### src/rtl/fir_host_seq.sv
// fir_host_seq: processor-side job sequencer for the FIR peripheral bus.
// Streams coefficients into the coefficient RAM, programs the length registers,
// kicks START and polls DONE with a bounded poll count.
module fir_host_seq #(
    parameter int WR_HOLD  = 2,
    parameter int READ_LAT = 4,
    parameter int POLL_MAX = 1000
) (
    input  logic        clk_a,
    input  logic        rst,
    input  logic        cmd_valid,
    output logic        cmd_ready,
    input  logic [5:0]  cmd_n_coef,
    input  logic [13:0] cmd_n_samples,
    input  logic        coef_valid,
    output logic        coef_ready,
    input  logic [15:0] coef_data,
    output logic [5:0]  p_address,
    output logic [15:0] p_data,
    output logic        p_wr,
    input  logic [15:0] p_data_back,
    output logic        busy,
    output logic        done,
    output logic        err,
    output logic [15:0] last_status
);
    typedef enum logic [2:0] {
        IDLE, LOAD, WR_COEF, WR_NWSP, WR_NPROB, WR_START, POLL
    } state_t;

    localparam int CMAX = (WR_HOLD > READ_LAT) ? WR_HOLD : READ_LAT;
    localparam int CW   = $clog2(CMAX + 1);
    localparam int PW   = $clog2(POLL_MAX + 1);
    localparam logic [CW-1:0] HOLD_END  = CW'(WR_HOLD);
    localparam logic [CW-1:0] HOLD_LAST = CW'(WR_HOLD - 1);
    localparam logic [CW-1:0] READ_END  = CW'(READ_LAT);
    localparam logic [PW-1:0] POLL_LAST = PW'(POLL_MAX - 1);

    state_t         state, state_nx;
    logic [CW-1:0]  cnt;
    logic [5:0]     idx;
    logic [5:0]     n_coef;
    logic [13:0]    n_samples;
    logic [PW-1:0]  polls;

    logic           is_wr, cur_beat, nx_beat, beat_end, beat_start;
    logic           accept, cmd_ok, poll_hit, poll_last;
    logic [5:0]     beat_addr;
    logic [15:0]    beat_data;
    logic           beat_wr;

    assign is_wr      = state inside {WR_COEF, WR_NWSP, WR_NPROB, WR_START};
    assign cur_beat   = is_wr || (state == POLL);
    assign nx_beat    = state_nx inside {WR_COEF, WR_NWSP, WR_NPROB, WR_START, POLL};
    assign beat_end   = is_wr ? (cnt == HOLD_END) : ((state == POLL) && (cnt == READ_END));
    // a new beat begins on entry to a beat state or when one beat rolls straight into the next
    assign beat_start = nx_beat && (!cur_beat || beat_end);
    assign accept     = cmd_valid && (state == IDLE);
    assign cmd_ok     = (cmd_n_coef != 6'd0) && (cmd_n_coef <= 6'd32);
    assign poll_hit   = p_data_back[0];
    assign poll_last  = (polls == POLL_LAST);

    // state register
    always_ff @(posedge clk_a or posedge rst) begin
        if (rst) state <= IDLE;
        else     state <= state_nx;
    end

    // next-state logic
    always_comb begin
        state_nx = state;
        case (state)
            IDLE:     if (accept && cmd_ok) state_nx = LOAD;
            LOAD:     if (coef_valid) state_nx = WR_COEF;
            WR_COEF:  if (beat_end) state_nx = (idx + 6'd1 == n_coef) ? WR_NWSP : LOAD;
            WR_NWSP:  if (beat_end) state_nx = WR_NPROB;
            WR_NPROB: if (beat_end) state_nx = WR_START;
            WR_START: if (beat_end) state_nx = POLL;
            POLL:     if (beat_end && (poll_hit || poll_last)) state_nx = IDLE;
            default:  state_nx = IDLE;
        endcase
    end

    // handshake/status outputs; cmd_ready is held low while reset is applied
    always_comb begin
        cmd_ready  = (state == IDLE) && !rst;
        coef_ready = (state == LOAD);
        busy       = (state != IDLE);
    end

    // contents of the beat about to start, keyed on the state being entered
    always_comb begin
        beat_addr = p_address;
        beat_data = p_data;
        beat_wr   = 1'b0;
        case (state_nx)
            WR_COEF:  begin beat_addr = {1'b0, idx[4:0]}; beat_data = coef_data;             beat_wr = 1'b1; end
            WR_NWSP:  begin beat_addr = 6'h23;            beat_data = {10'b0, n_coef};       beat_wr = 1'b1; end
            WR_NPROB: begin beat_addr = 6'h24;            beat_data = {2'b0, n_samples};     beat_wr = 1'b1; end
            WR_START: begin beat_addr = 6'h20;            beat_data = 16'd1;                 beat_wr = 1'b1; end
            POLL:     begin beat_addr = 6'h22;            beat_data = 16'd0;                 beat_wr = 1'b0; end
            default:  ;
        endcase
    end

    // datapath: job latches, beat counter, bus drive, poll bookkeeping and result pulses
    always_ff @(posedge clk_a or posedge rst) begin
        if (rst) begin
            cnt         <= '0;
            idx         <= '0;
            n_coef      <= '0;
            n_samples   <= '0;
            polls       <= '0;
            p_address   <= '0;
            p_data      <= '0;
            p_wr        <= 1'b0;
            done        <= 1'b0;
            err         <= 1'b0;
            last_status <= '0;
        end else begin
            done <= 1'b0;
            err  <= 1'b0;
            if (accept) begin
                n_coef    <= cmd_n_coef;
                n_samples <= cmd_n_samples;
                idx       <= '0;
                err       <= !cmd_ok;
            end
            if (beat_start) begin
                cnt       <= '0;
                p_address <= beat_addr;
                p_data    <= beat_data;
                p_wr      <= beat_wr;
            end else if (cur_beat) begin
                cnt <= cnt + 1'b1;
                // strobe drops after WR_HOLD cycles, leaving the final cycle as the gap
                if (is_wr && cnt == HOLD_LAST) p_wr <= 1'b0;
            end
            if (state == WR_COEF && beat_end) idx <= idx + 6'd1;
            if (state == WR_START && beat_end) polls <= '0;
            if (state == POLL && beat_end) begin
                polls       <= polls + 1'b1;
                last_status <= p_data_back;
                if (poll_hit)       done <= 1'b1;
                else if (poll_last) err  <= 1'b1;
            end
        end
    end
endmodule

### config.mk
export PLATFORM = sky130hd
export DESIGN_NAME = fir_host_seq
export DESIGN_NICKNAME = d
export VERILOG_FILES = /design/src/rtl/fir_host_seq.sv
export SDC_FILE = /design/constraint.sdc
export NUM_CORES = 1
export LEC_CHECK = 0
export CELL_PAD_IN_SITES_DETAIL_PLACEMENT = 0
export CELL_PAD_IN_SITES_GLOBAL_PLACEMENT = 1
export CORE_ASPECT_RATIO = 0.5
export CORE_UTILIZATION = 37
export DETAILED_ROUTE_END_ITERATION = 8
export PLACE_DENSITY_LB_ADDON = 0.1
export SLEW_MARGIN = 20
export SYNTH_ARGS = -nofsm -noshare
export SYNTH_HDL_FRONTEND = slang
export SYNTH_SLANG_ARGS = --single-unit
### constraint.sdc
create_clock -name clk_a -period 3.9 [get_ports clk_a]
set_clock_uncertainty 0.1 [all_clocks]
set_input_delay 0.78 -clock clk_a [delete_from_list [all_inputs] [get_ports clk_a]]
set_output_delay 0.78 -clock clk_a [all_outputs]
set_load 0.03 [all_outputs]
==> run metrics <==
Post-Synth Adder-Cell Area 0.01923; synthesis-stage register bit count 83; nets@finish approximately 550; vias per cell ~5; antenna viol nets, final 0; # DRC 0; worst-path fanout max 12; IO Pins 100; max-slew violations 0; largest net degree at the start of global routing 43; status completed; core area 10210 µm²; Overflow after GRT 0; cell taking the most area after synthesis dfrtp_1; Clock Power Share 0.214; Hold-fix buffers, CTS 0; CTS resizes 0; Sw Ratio 0.3918; Int Pwr 2.459 mW; Root Buffer clkbuf_16; CTS Sinks 83; Synth Area in Simple Gates 0.1811; post-synth top area share 0.5321; CTS buffer count 9; average cell area after synthesis 9.984 µm²; initial detailed-routing violation count 208; Inserted Diodes 0; final period utilization 0.7587; initial antenna violation count 0; worst min-delay path class reg -> reg; clk_lat worst skew 330 ps; hold_sp n_samples[13]$_DFFE_PP0P_; die height 74.63 µm; setup_tns 0 ps; worst path required time 3020 ps; Final GP Congestion between 0.8 and 0.9; syn_nets 453; Final Hold Viols 0; Fillers approximately 960; largest family of logic cells by synthesized area simple AND/OR/NAND/NOR gates; most area-consuming cells after synthesis dfrtp_1, nand2_1, mux2_2; Max-cap violations 0; drt wl/cell 15.14 µm; DRT Pass-1 Iters 5; clock slew at reported path FFs 60 ps; WP data arrival 2080 ps; Slew HR 0.4920; gate count after technology mapping 391; Max Clk Rate between 0.3 and 0.4 GHz; Final min period 2959 ps; Compound-Gate Fraction of Synth Area 0.1253; Bufs on Longest Clock Path 2; Setup Fix Bufs, Post-CTS 0; Die X 147.3 µm; # H-tree levels 3; ratio of cells with drive above 1 in the final layout 0.1069; synthesized area 3904 µm²; Comb power frac 0.428; Synth Warn # 0; RSZ-0062 raised after global routing false; Post-Synth XOR/XNOR Area 0.04936; sequential power share 0.358; CTS tree done; Setup CP Type reg -> out; via count 3109; Seq/Total Area, Yosys 0.5321; multiplexer share of the synthesized area 0.05160; Area growth syn-to-layout 37.31%; Critical Path Source state[1]$_DFF_PP0_; final hold slack 372.8 ps; number of global-route vias before repair 2982; row count 26; Hold Path Depth 2; cell depth of the worst flop-to-flop path 9; routed wire length 9628 µm; Peak supply drop 292.9 µV; worst slew pin tran 761.1 ps; Distinct cells, synth 50; Port Buffer Count between 90 and 100; Tot GR Track Use 0.1871; element type at the critical path end output pin; Reg-to-Reg Start idx[0]$_DFFE_PP0P_; PD cells around 750 nW/µm²; Leakage 2.405 nW; Setup violations, final 0; Main synth FF type dfrtp_1; element type at the critical path start register; ys async rst share 1.000; Die Area 10990 µm²; first-pass GRT wire length 15460 µm; switching power total 1.584 mW; DP HPWL just under 7000 µm; number of flops mapped to enable cells by yosys 0; initial core utilization 0.3822
==> sequential cells by signal (all words and copies together) (netlist names) <==
register     count
last_status     16
p_data          16
n_samples       14
polls           10
idx              6
n_coef           6
p_address        6
cnt              3
state            3
done             1
err              1
p_wr             1
==> cell usage in the layout, fill, tap and decap left out, types with 7 or more instances in the layout <==
master,Yosys,layout
a21oi_1,9,9
a222oi_1,8,8
a31oi_1,10,10
buf_4,0,7
clkbuf_16,0,9
clkdlybuf4s50_1,0,99
dfrtp_1,83,83
inv_1,18,17
mux2_2,17,17
nand2_1,87,87
nor2_1,26,25
o21ai_0,16,16
xnor2_1,12,12
xor2_1,10,10
==> cells in the mapped netlist (all sizes together), types with 3 or more instances <==
library cell   n
a21oi         11
a222oi         8
a22o           5
a31oi         10
and2           3
and3           4
buf            9
clkbuf         9
dfrtp         83
ha             6
inv           19
mux2          17
nand2         87
nand2b         4
nand3          4
nand4          6
nor2          30
nor3           7
o211ai         5
o21ai         16
or3            3
xnor2         12
xor2          10
==> layout make-up <==
class | instances | area, µm² | area share
tap | 140 | 175.2 | 0.03268
multi-input combinational | 271 | 1668 | 0.3112
inverter | 19 | 72.57 | 0.01354
sequential | 83 | 2077 | 0.3875
timing repair buffer | 107 | 1064 | 0.1984
clock buffer | 11 | 242.7 | 0.04528
clock inverter | 5 | 61.31 | 0.01144
==> metal layers <==
metal  vias up  GRT usage  wire [µm]
li1       1547          -          -
met1      1476     0.2556       4650
met2        84     0.2930       4362
met3         2    0.05818        579
met4         0    0.04811         35
met5         -          0          0
==> worst paths after layout <==
check                                            end  slack, ps
min in group asynchronous      n_coef[1]$_DFFE_PP0P_        810
hold reg to reg            n_samples[13]$_DFFE_PP0P_        370
setup / recovery                           cmd_ready        940
max in group asynchronous      p_data[4]$_DFFE_PP0P_       2230
setup reg to reg               p_data[7]$_DFFE_PP0P_       1030
hold / removal             n_samples[13]$_DFFE_PP0P_        370
==> metrics by stage <==
step,area (µm²),total power [mW],setup slack (ps),cells,util
floorplan,3904,2.614,883.2,391,-
global placement,5056,3.196,847.3,620,0.4950
detailed placement,5056,3.209,800.7,620,0.4950
CTS,5360,4.093,910.5,636,0.5247
global route,5360,4.337,798.5,636,0.5247
finish,5360,4.042,941.1,636,0.5247
==> worst max-delay path, stage by stage (launching register included) <==
cell,delay (ps)
dfrtp_1,530
nor3_1,350
inv_1,90
nor2_1,100
clkdlybuf4s50_1,670
==> cells by family after synthesis <==
kind of cell               after synthesis
buffers and inverters                   37
adders and majority gates                6
DFF                                     83
xor gates and xnor gates                22
muxes                                   18
and+or+nand+nor                        156
AOI/OAI and AO/OA                       69
==> power by group through the flow <==
stage | clock (mW) | sequential, mW | combinational (mW)
3_3_place_gp | 0 | 1.46 | 1.74
4_1_cts | 0.892 | 1.45 | 1.75
2_1_floorplan | 0 | 1.63 | 0.980
3_5_place_dp | 0 | 1.46 | 1.75
6_report | 0.864 | 1.45 | 1.73
5_1_grt | 0.929 | 1.50 | 1.91
(Power assumes the default switching activity.)
